[src/rtl/mlab_fifo_pkg.sv]
// Shared types and helpers for the MLAB FIFO read-side controller.
// Occupancy type, skid depth and Gray encoding used by mlab_fifo_reader.
package mlab_fifo_pkg;

  localparam int SKID_DEPTH = 2;

  typedef logic [1:0] occ_t;

  function automatic logic [31:0] bin2gray(input logic [31:0] b);
    return b ^ (b >> 1);
  endfunction

endpackage

[src/rtl/mlab_gray2bin.sv]
// Combinational Gray-to-binary converter of configurable width.
// Each binary bit is the XOR of all Gray bits at or above it.
module mlab_gray2bin #(
  parameter int W = 6
) (
  input  logic [W-1:0] gray_i,
  output logic [W-1:0] bin_o
);

  always_comb begin
    bin_o = '0;
    for (int i = 0; i < W; i++) begin
      bin_o[i] = ^(gray_i >> i);
    end
  end

endmodule

[src/rtl/mlab_fifo_reader.sv]
// Read-side controller of the dual-clock MLAB buffer, rclk domain only.
// Optional registered fill level under macro MLAB_READER_LEVEL_EN.
module mlab_fifo_reader
  import mlab_fifo_pkg::*;
#(
  parameter int WIDTH      = 8,
  parameter int ADDR_WIDTH = 5
) (
  input  logic                  rclk,
  input  logic                  rst,
  input  logic [ADDR_WIDTH:0]   wptr_gray_sync,
  output logic                  mem_re,
  output logic [ADDR_WIDTH-1:0] mem_raddr,
  input  logic [WIDTH-1:0]      mem_dout,
  output logic [ADDR_WIDTH:0]   rptr_gray,
  output logic                  m_valid,
  input  logic                  m_ready,
  output logic [WIDTH-1:0]      m_data,
  output logic [ADDR_WIDTH:0]   level
);

  localparam int PW = ADDR_WIDTH + 1;

  logic [PW-1:0]    wbin_d, wbin_q;
  logic [PW-1:0]    rptr_d, rptr_q;
  logic [PW-1:0]    rgray_d, rgray_q;
  occ_t             buf_d, buf_q;
  logic             infl_q;
  logic [WIDTH-1:0] out_d, out_q;
  logic [WIDTH-1:0] skid_d, skid_q;
  logic             empty, pop, cap, credit_ok;

  mlab_gray2bin #(.W(PW)) u_g2b (
    .gray_i (wptr_gray_sync),
    .bin_o  (wbin_d)
  );

  assign pop   = m_valid & m_ready;
  assign cap   = infl_q;
  assign empty = (rptr_q == wbin_q);

  // A pop this cycle frees a slot for the word requested now.
  assign credit_ok = ({1'b0, buf_q} + {2'b00, infl_q})
                   < (3'(SKID_DEPTH) + {2'b00, pop});

  assign mem_re    = !rst & !empty & credit_ok;
  assign mem_raddr = rptr_q[ADDR_WIDTH-1:0];
  assign rptr_gray = rgray_q;
  assign m_valid   = (buf_q != 2'd0);
  assign m_data    = out_q;

  always_comb begin
    rptr_d  = rptr_q;
    rgray_d = rgray_q;
    if (mem_re) begin
      rptr_d  = rptr_q + 1'b1;
      rgray_d = PW'(bin2gray(32'(rptr_d)));
    end
  end

  always_comb begin
    buf_d  = buf_q;
    out_d  = out_q;
    skid_d = skid_q;
    unique case ({cap, pop})
      2'b10: begin
        if (buf_q == 2'd0) out_d = mem_dout;
        else               skid_d = mem_dout;
        buf_d = buf_q + 2'd1;
      end
      2'b01: begin
        if (buf_q == 2'd2) out_d = skid_q;
        buf_d = buf_q - 2'd1;
      end
      2'b11: begin
        if (buf_q == 2'd2) begin
          out_d  = skid_q;
          skid_d = mem_dout;
        end else begin
          out_d = mem_dout;
        end
      end
      default: ;
    endcase
  end

  always_ff @(posedge rclk) begin
    if (rst) begin
      wbin_q  <= '0;
      rptr_q  <= '0;
      rgray_q <= '0;
      buf_q   <= '0;
      infl_q  <= 1'b0;
      out_q   <= '0;
      skid_q  <= '0;
    end else begin
      wbin_q  <= wbin_d;
      rptr_q  <= rptr_d;
      rgray_q <= rgray_d;
      buf_q   <= buf_d;
      infl_q  <= mem_re;
      out_q   <= out_d;
      skid_q  <= skid_d;
    end
  end

`ifdef MLAB_READER_LEVEL_EN
  logic [PW-1:0] level_q;

  always_ff @(posedge rclk) begin
    if (rst) level_q <= '0;
    else     level_q <= wbin_q - rptr_q;
  end

  assign level = level_q;
`else
  assign level = '0;
`endif

endmodule

[config.mk]
export PLATFORM = sky130hd
export DESIGN_NAME = mlab_fifo_reader
export DESIGN_NICKNAME = d
export VERILOG_FILES = /design/src/rtl/mlab_fifo_pkg.sv /design/src/rtl/mlab_gray2bin.sv /design/src/rtl/mlab_fifo_reader.sv
export SDC_FILE = /design/constraint.sdc
export NUM_CORES = 1
export LEC_CHECK = 0
export BUFFER_PORTS_ARGS = -buffer_cell sky130_fd_sc_hd__buf_4
export CORE_MARGIN = 4
export CORE_UTILIZATION = 49
export CTS_BUF_LIST = sky130_fd_sc_hd__clkbuf_4
export CTS_CLUSTER_DIAMETER = 120
export CTS_CLUSTER_SIZE = 28
export DETAILED_ROUTE_END_ITERATION = 8
export PLACE_DENSITY = 0.77
export SLEW_MARGIN = 20
export SYNTH_ARGS = -nofsm -noshare
export SYNTH_HDL_FRONTEND = slang
export SYNTH_SLANG_ARGS = --single-unit
[constraint.sdc]
create_clock -name rclk -period 1.8 [get_ports rclk]
set_input_delay 0.18 -clock rclk [delete_from_list [all_inputs] [get_ports rclk]]
set_output_delay 0.18 -clock rclk [all_outputs]
set_load 0.005 [all_outputs]
==> impl_metrics.json, run 1 <==
{
  "synth_area_per_cell_sq_um": 9.169,
  "fp.dieW_um": 68.41,
  "drt-initial-drc-count": 55,
  "p_leak_nw": 1.054,
  "grt_pass1_wl_mm": 5.892,
  "final_core_util_pct": 64.63,
  "worstHoldPathType": "primary input to flop",
  "synth_top_area_share_pct": 40.31,
  "fin_area_sq_um": 2225,
  "drc": 0,
  "finalNonFillerCells": 287,
  "firstDrtPassIters": 4,
  "rows": 21,
  "fin_nets": 260,
  "switching_share_pct": 29.61,
  "hpwl_mm": 2.445,
  "synthAdderAreaFrac_pct": 2.099,
  "ys_top_cells_by_area": "dfxtp_1, mux2i_1, xnor2_1",
  "cts.sinks": 36,
  "path_max_fanout": 4,
  "dieArea_sq_um": 4679,
  "cts_max_level": 2,
  "synthMuxAreaShare_pct": 10.71,
  "rsz0062_at_grt": "no",
  "yosysWarnings": 0,
  "synth.cell_area_sq_um": 1788,
  "slew_violations": 0,
  "pre_cts_ws_ns": 0.1997,
  "p_seq_share_pct": 43.5,
  "post_dp_cell_area_sq_um": 2108,
  "fin_ws_ns": 0.1074,
  "die_y_um": 68.41,
  "clk_path_buf_depth": 2,
  "synth_top_cell_by_area": "dfxtp_1",
  "viasPerCell": 5.049,
  "cts_tree": "built",
  "place_congestion": 0.8156,
  "antenna_found_initial": 0,
  "p_switching_mw": 0.6624,
  "critPathRequiredTime_ns": 1.62,
  "clk_latency_ns": 0.35,
  "port_buffers": 37,
  "final_layout_size_suffix_gt1_share_pct": 30.71,
  "root_buffer": "clkbuf_4",
  "grt_pass1_vias": 1361,
  "antenna-diode-count": 0,
  "hold_ws_ns": 0.07370,
  "async_flop_share_pct": 0,
  "peakVddDrop_mv": 0.5696,
  "final_antenna_net_count": 0,
  "drv_cap": 0,
  "grt_usage_pct": 16.95,
  "p_per_area_nw_per_um2": 1006,
  "status": "finished, final reports clean",
  "internal_power_mw": 1.575,
  "gr-total-overflow": 0,
  "crit_arrival_ns": 1.51,
  "synthSimpleGateAreaFrac_pct": 16.17,
  "combPwrFrac_pct": 30.8,
  "path_class": "flop to primary output",
  "ys_ff_latch": 36,
  "synth_compound_area_share_pct": 13.51,
  "start_util_pct": 51.94,
  "area_growth_syn_to_layout_pct": 24.42,
  "via_count": 1449,
  "clkTransAtPathRegs_ns": 0.11,
  "startpoint_type": "flop",
  "wl_per_cell_um": 11.81,
  "clock_skew_ns": 0.01251,
  "tns_ns": 0,
  "hold_viol": 0,
  "io_pins": 44,
  "grt_max_degree": 28,
  "fin_crit_ns": 1.693,
  "p_clk_share_pct": 25.7,
  "place_inst": 276,
  "netlist_instances": 195,
  "numCtsBuffers": 5,
  "min_period_over_period_pct": 94.04,
  "total_power_mw": 2.237,
  "finalSetupViolations": 0,
  "synth_flop_cell": "dfxtp_1",
  "yosysSeqAreaShare_pct": 40.31,
  "routed_wl_mm": 3.390,
  "maxClockFrequency_mhz": 590.8,
  "core_sq_um": 3442,
  "synthXorXnorAreaFrac_pct": 9.657,
  "synthDistinctLibCells": 42,
  "synth_top_family_by_area": "simple AND/OR/NAND/NOR gates",
  "worstSetupEndpointType": "primary output",
  "synth_edf_count": 0
}
-- Yosys cell counts, types with 2 or more instances --
master	count
buf_2	3
xor2_1	2
nor3_1	4
dfxtp_1	36
nor2b_2	2
ha_1	3
inv_2	3
a211oi_1	7
a21oi_1	8
nor2b_1	3
o21ai_1	3
mux2i_1	18
inv_1	3
nor2_1	25
a21o_1	2
buf_4	7
clkbuf_1	4
nand3_1	2
xnor2_2	2
o21ai_0	3
buf_6	2
or3_1	2
nand2_1	17
nand2b_1	3
xnor2_1	14
-- worst paths after layout --
check	slack, ns	cells after the start	endpoint	from
worst max-delay path	0.11	6	mem_re	buf_q[0]$_SDFFE_PP0P_
worst min register to register	0.47	2	rptr_gray[2]$_SDFFE_PP0P_	rptr_gray[2]$_SDFFE_PP0P_
worst min-delay path	0.07	3	skid_q[3]$_SDFFE_PP0P_	mem_dout[3]
worst max register to register	0.11	7	rptr_q[3]$_SDFFE_PP0P_	buf_q[0]$_SDFFE_PP0P_
-- critical path, cell delays in order, from the launching register on --
cell,delay (ns)
dfxtp_1,0.33
ha_1,0.19
ha_1,0.28
o21ai_2,0.08
o211ai_4,0.12
inv_4,0.07
buf_4,0.10
-- cell families (layout without fill, tap and decap cells) --
| kind of cell | Yosys count | in the layout |
|---|---|---|
| and+or+nand+nor | 62 | 62 |
| DFF | 36 | 36 |
| AOI/OAI and AO/OA | 33 | 33 |
| buffers and inverters | 23 | 64 |
| muxes | 19 | 19 |
| xor gates and xnor gates | 18 | 18 |
| adders and majority gates | 3 | 3 |
| other | 1 | 6 |
-- sequential cells by signal, summed over array words and instances (netlist names) --
signal	flops
buf_q	2
rptr_gray	5
skid_q	8
cap	1
rptr_q	6
m_data	8
wbin_q	6
-- cell type report --
class,count,area [sq um]
clock inverter,2,35.03
multi-input combinational,141,964.7
fill,281,1217
tap,46,57.56
timing repair buffer,50,375.4
sequential,36,721.9
inverter,6,25.02
clock buffer,6,45.04
-- power by group through the flow --
stage	registers (mW)	clock network, mW	logic, mW
5_1_grt	0.988	0.625	0.779
3_5_place_dp	0.988	0	0.667
6_report	0.974	0.574	0.690
4_1_cts	0.971	0.596	0.680
2_1_floorplan	0.993	0	0.435
3_3_place_gp	0.985	0	0.657
-- timing repair --
action                                  4_1_cts  5_1_grt
pin swaps                                     0        1
gates resized for setup                       2        2
setup buffers                                 1        2
hold buffers                                  0        0
endpoints found under the setup margin        1        2
-- routing by layer --
metal	track usage (%)	share of wire, %	vias up
met5	0	0	-
met4	7.444	1.8	0
met3	5.419	5.2	6
met2	26.70	46	31
met1	20.98	47	671
li1	-	-	741
-- placed cells by master (no fill, tap or decap), drive strengths merged, types with 2 or more instances in the layout --
cell type and instances:
nand2b 3, nor3 4, inv 6, nand2 17, o21ai 7, nor2 25, nand3 2, clkbuf 6
conb 6, ha 3, buf 50, nor2b 5, o211ai 2, a211oi 8, a21o 2, dfxtp 36
mux2i 18, xor2 2, xnor2 16, or3 2, a21oi 8
Power figures use the tool's default switching activity.
==> inputs of run 2 (changes only) <==
--- a/config.mk
+++ b/config.mk
@@ -13,7 +13,7 @@
 export CTS_CLUSTER_SIZE = 28
 export DETAILED_ROUTE_END_ITERATION = 8
 export PLACE_DENSITY = 0.77
-export SLEW_MARGIN = 20
+export SLEW_MARGIN = 40
 export SYNTH_ARGS = -nofsm -noshare
 export SYNTH_HDL_FRONTEND = slang
 export SYNTH_SLANG_ARGS = --single-unit
==> constraint.sdc (replaced) <==
create_clock -name rclk -period 1.8 [get_ports rclk]
set_input_delay 0.36 -clock rclk [delete_from_list [all_inputs] [get_ports rclk]]
set_output_delay 0.36 -clock rclk [all_outputs]
set_load 0.005 [all_outputs]
==> impl_metrics.json, run 2 (synthesis results as in run 1) <==
{
  "layout_commonest_cell": "buf_4",
  "viasPerCell": 4.976,
  "grt_max_degree": 38,
  "final_core_util_pct": 67.10,
  "fin_crit_ns": 1.782,
  "start_util_pct": 51.94,
  "grt_usage_pct": 16.38,
  "fin_nets": 263,
  "worstSetupEndpointType": "primary output",
  "io_pins": 44,
  "maxClockFrequency_mhz": 561.0,
  "wl_met1_mm": 1.622,
  "fp.dieW_um": 68.41,
  "crit_start": "buf_q[0]$_SDFFE_PP0P_",
  "holdBufCountCts": 0,
  "grt_pass1_wl_mm": 5.595,
  "min_period_over_period_pct": 99.03,
  "route.met3.wl_um": 160,
  "hp-start": "mem_dout[3]",
  "fin_area_sq_um": 2310,
  "nFillCells": 292,
  "drt-initial-drc-count": 78,
  "slew_violations": 0,
  "register_area_sq_um": 739.5,
  "fin_ws_ns": 0.01754,
  "hold_ws_ns": 0.2634,
  "rsz0062_at_grt": "yes",
  "top_layer_used": "met4",
  "gr-total-overflow": 0,
  "clk_path_buf_depth": 2,
  "place_congestion": 0.7996,
  "area_growth_syn_to_layout_pct": 29.18,
  "wl_per_cell_um": 11.96,
  "final_cell_mix": "buf_4, dfxtp_1, nor2_1, mux2i_1, nand2_1",
  "cts.sinks": 36,
  "drv_cap": 0,
  "die_y_um": 68.41,
  "path_max_fanout": 2,
  "grt_pass1_vias": 1269,
  "crit_buf_inv": 2,
  "post_dp_cell_area_sq_um": 2131,
  "antenna-diode-count": 0,
  "hold_viol": 0,
  "clock_skew_ns": 0.01395,
  "tns_ns": 0,
  "cp_cell_sequence": "ha_4 > ha_4 > o21ai_4 > o211ai_4 > inv_2 > buf_6",
  "clkTransAtPathRegs_ns": 0.11,
  "clk_latency_ns": 0.34,
  "cts_tree": "built",
  "multiInputGateArea_sq_um": 1008,
  "wl_met2_mm": 1.647,
  "via_count": 1443,
  "antenna_found_initial": 0,
  "startpoint_type": "flop",
  "finalSetupViolations": 0,
  "routed_wl_mm": 3.469,
  "critPathRequiredTime_ns": 1.44,
  "status": "finished, final reports clean",
  "crit_arrival_ns": 1.42,
  "port_buffers": 37,
  "worstHoldPathType": "primary input to flop",
  "dieArea_sq_um": 4679,
  "drc": 0,
  "firstDrtPassIters": 4,
  "pre_cts_ws_ns": 0.1264,
  "critPathTopFamily": "adder cells",
  "r2r_start": "rptr_q[0]$_SDFFE_PP0P_",
  "final_layout_size_suffix_gt1_share_pct": 36.48,
  "path_class": "flop to primary output",
  "slowest_stage": "dfxtp_2",
  "peakVddDrop_mv": 0.5983,
  "numCtsBuffers": 5,
  "core_sq_um": 3442,
  "hpwl_mm": 2.469,
  "critPathMostFrequentCell": "ha_4",
  "rows": 21,
  "final_antenna_net_count": 0,
  "p_leak_nw": 1.076,
  "cts_max_level": 2,
  "root_buffer": "clkbuf_4",
  "cp_slowest_stage_delay_ns": 0.35,
  "p_per_area_nw_per_um2": 996.0
}
-- run 2: worst reg2reg max path: cells and delay by family (launching register included) --
| kind | cells | cell delay (ns) |
|---|---|---|
| adders and majority gates | 1 | 0.22 |
| buffers and inverters | 1 | 0.12 |
| DFF | 1 | 0.37 |
| and+or+nand+nor | 5 | 0.82 |
-- run 2: where the power goes --
group	leakage (nW)	internal (mW)	total (mW)	switching, mW
sequential	0.300	0.911	0.983	0.0720
combinational	0.731	0.401	0.746	0.345
clock	0.0456	0.306	0.572	0.266
total	1.08	1.62	2.30	0.683
-- run 2: layout make-up --
class                      count  share of cell area (%)
clock buffer                   6                   1.950
clock inverter                 2                   1.517
inverter                       6                  0.9751
multi-input combinational    141                   43.66
sequential                    36                   32.02
tap                           46                   2.492
timing repair buffer          53                   17.39
-- run 2: per-layer routing --
layer / GRT usage, % / vias up
li1: - / 751
met1: 20.12 / 656
met4: 7.444 / 0
met3: 5.419 / 2
met2: 25.74 / 34
met5: 0 / -
-- run 2: metrics by stage --
step | total power [mW] | instances
6_report | 2.300 | 290
5_1_grt | 2.447 | 290
4_1_cts | 2.309 | 289
3_5_place_dp | 1.672 | 279
3_3_place_gp | 1.654 | 279
2_1_floorplan | 1.428 | 200
-- run 2: worst paths after layout --
kind,to,slack (ns),depth (start not counted)
worst max-delay path,mem_re,0.02,6
worst min-delay path,skid_q[3]$_SDFFE_PP0P_,0.26,3
worst max register to register,rptr_gray[3]$_SDFFE_PP0P_,0.18,7
worst min register to register,rptr_gray[0]$_SDFFE_PP0P_,0.46,2
-- run 2: timing repair --
action,4_1_cts,5_1_grt
gates resized for setup,15,6
setup endpoints to repair,1,1
setup buffers,2,1
hold endpoints to repair,0,0
pin swaps,2,4
==> inputs of run 3 (changes only) <==
--- a/config.mk
+++ b/config.mk
@@ -13,7 +13,9 @@
 export CTS_CLUSTER_SIZE = 28
 export DETAILED_ROUTE_END_ITERATION = 8
 export PLACE_DENSITY = 0.77
-export SLEW_MARGIN = 40
+export REMOVE_ABC_BUFFERS = 1
+export SETUP_SLACK_MARGIN = 0.1
+export SLEW_MARGIN = 20
 export SYNTH_ARGS = -nofsm -noshare
 export SYNTH_HDL_FRONTEND = slang
 export SYNTH_SLANG_ARGS = --single-unit
==> impl_metrics.json, run 3 (synthesis results as in run 1) <==
{
  "routed_wl_mm": 3.540,
  "antenna-diode-count": 0,
  "io_pins": 44,
  "fp.dieW_um": 68.41,
  "rows": 21,
  "hold_viol": 0,
  "r2r_start": "buf_q[0]$_SDFFE_PP0P_",
  "peakVddDrop_mv": 0.5969,
  "area_growth_syn_to_layout_pct": 28.48,
  "grt_pass1_wl_mm": 5.499,
  "path_class": "flop to primary output",
  "via_count": 1444,
  "relSlewSlack_pct": 59.05,
  "wl_per_cell_um": 12.42,
  "pre_cts_ws_ns": 0.1081,
  "path_max_fanout": 2,
  "fin_nets": 258,
  "place_inst": 275,
  "fin_ws_ns": 0.03180,
  "cts_max_level": 2,
  "drc": 0,
  "hold_path_end": "wbin_q[5]$_SDFF_PP0_",
  "holdBufCountCts": 0,
  "r2r_cells": 7,
  "finalNonFillerCells": 285,
  "rrSetupSlack_ns": 0.17,
  "worstSetupEndpointType": "primary output",
  "hp-start": "wptr_gray_sync[5]",
  "grt_pass1_vias": 1215,
  "numCtsBuffers": 5,
  "critPathRequiredTime_ns": 1.44,
  "hold_ws_ns": 0.2488,
  "root_buffer": "clkbuf_4",
  "cts_tree": "built",
  "final_layout_size_suffix_gt1_share_pct": 37.66,
  "tns_ns": 0,
  "port_buffers": 37,
  "min_period_over_period_pct": 98.23,
  "rsz0062_at_grt": "yes",
  "die_y_um": 68.41,
  "clkTransAtPathRegs_ns": 0.10,
  "layout_commonest_cell": "buf_4",
  "crit_arrival_ns": 1.41,
  "startpoint_type": "flop",
  "hpwl_mm": 2.458,
  "core_sq_um": 3442,
  "grt_usage_pct": 15.70,
  "gr-total-overflow": 0,
  "finalSetupViolations": 0,
  "start_util_pct": 51.94,
  "final_cell_mix": "buf_4, dfxtp_1, nor2_1, mux2i_1, nand2_1",
  "slew_violations": 0,
  "final_antenna_net_count": 0,
  "drt-initial-drc-count": 71,
  "viasPerCell": 5.067,
  "clock_skew_ns": 0.007527,
  "antenna_found_initial": 0,
  "whs_path_depth": 2,
  "fin_crit_ns": 1.768,
  "worstHoldPathType": "primary input to flop",
  "clk_path_buf_depth": 2,
  "fin_area_sq_um": 2297,
  "place_congestion": 0.7294,
  "maxClockFrequency_mhz": 565.5,
  "p_per_area_nw_per_um2": 999.7,
  "dieArea_sq_um": 4679,
  "firstDrtPassIters": 4,
  "timing.rr.end": "rptr_q[4]$_SDFFE_PP0P_",
  "drv_cap": 0,
  "worst_pin_slew_ns": 0.6124,
  "grt_max_degree": 38,
  "status": "finished, final reports clean",
  "cts.sinks": 36,
  "clk_latency_ns": 0.34,
  "p_leak_nw": 1.051,
  "post_dp_cell_area_sq_um": 2101
}
-- run 3: area by class of cell --
class	instances	area [sq um]
fill	276	1145
multi-input combinational	141	1036
sequential	36	733.2
timing repair buffer	48	367.9
tap	46	57.56
clock buffer	6	45.04
clock inverter	2	35.03
inverter	6	22.52
-- run 3: power by group --
part,total (mW),switching [mW],internal [mW],leakage (nW)
Sequential,0.989,0.0795,0.909,0.299
Combinational,0.740,0.346,0.394,0.706
Clock,0.568,0.262,0.306,0.0456
Total,2.30,0.687,1.61,1.05
-- run 3: critical path, stage by stage, from the launching register on --
cell and delay (ns):
dfxtp_2 0.35, ha_4 0.16, ha_4 0.26, o21ai_4 0.06
o211ai_4 0.08, inv_2 0.06, buf_6 0.11
-- run 3: worst max-delay path by stage --
stage	from	end	depth (start not counted)
floorplan	rptr_q[0]$_SDFFE_PP0P_	rptr_gray[3]$_SDFFE_PP0P_	6
global placement	wptr_gray_sync[5]	wbin_q[0]$_SDFF_PP0_	6
detailed placement	wptr_gray_sync[5]	wbin_q[0]$_SDFF_PP0_	6
CTS	buf_q[0]$_SDFFE_PP0P_	mem_re	6
global route	cap$_SDFF_PP0_	mem_re	6
finish	buf_q[0]$_SDFFE_PP0P_	mem_re	6
-- run 3: metrics by stage --
step	util [%]	total power, mW
6_report	66.74	2.297
5_1_grt	66.74	2.437
4_1_cts	65.21	2.281
3_5_place_dp	61.03	1.662
3_3_place_gp	61.03	1.642
2_1_floorplan	-	1.384
-- run 3: what timing repair did --
action,CTS,global route
hold endpoints to repair,0,0
pin swaps,3,4
endpoints found under the setup margin,1,13
resized for setup,12,15
buffers inserted,2,1
-- run 3: layer usage --
layer | track usage (%) | up-vias | wire length (um)
li1 | - | 736 | -
met4 | 6.452 | 0 | 54
met1 | 20.32 | 663 | 1551
met5 | 0 | - | 0
met3 | 5.255 | 6 | 197
met2 | 23.72 | 39 | 1736
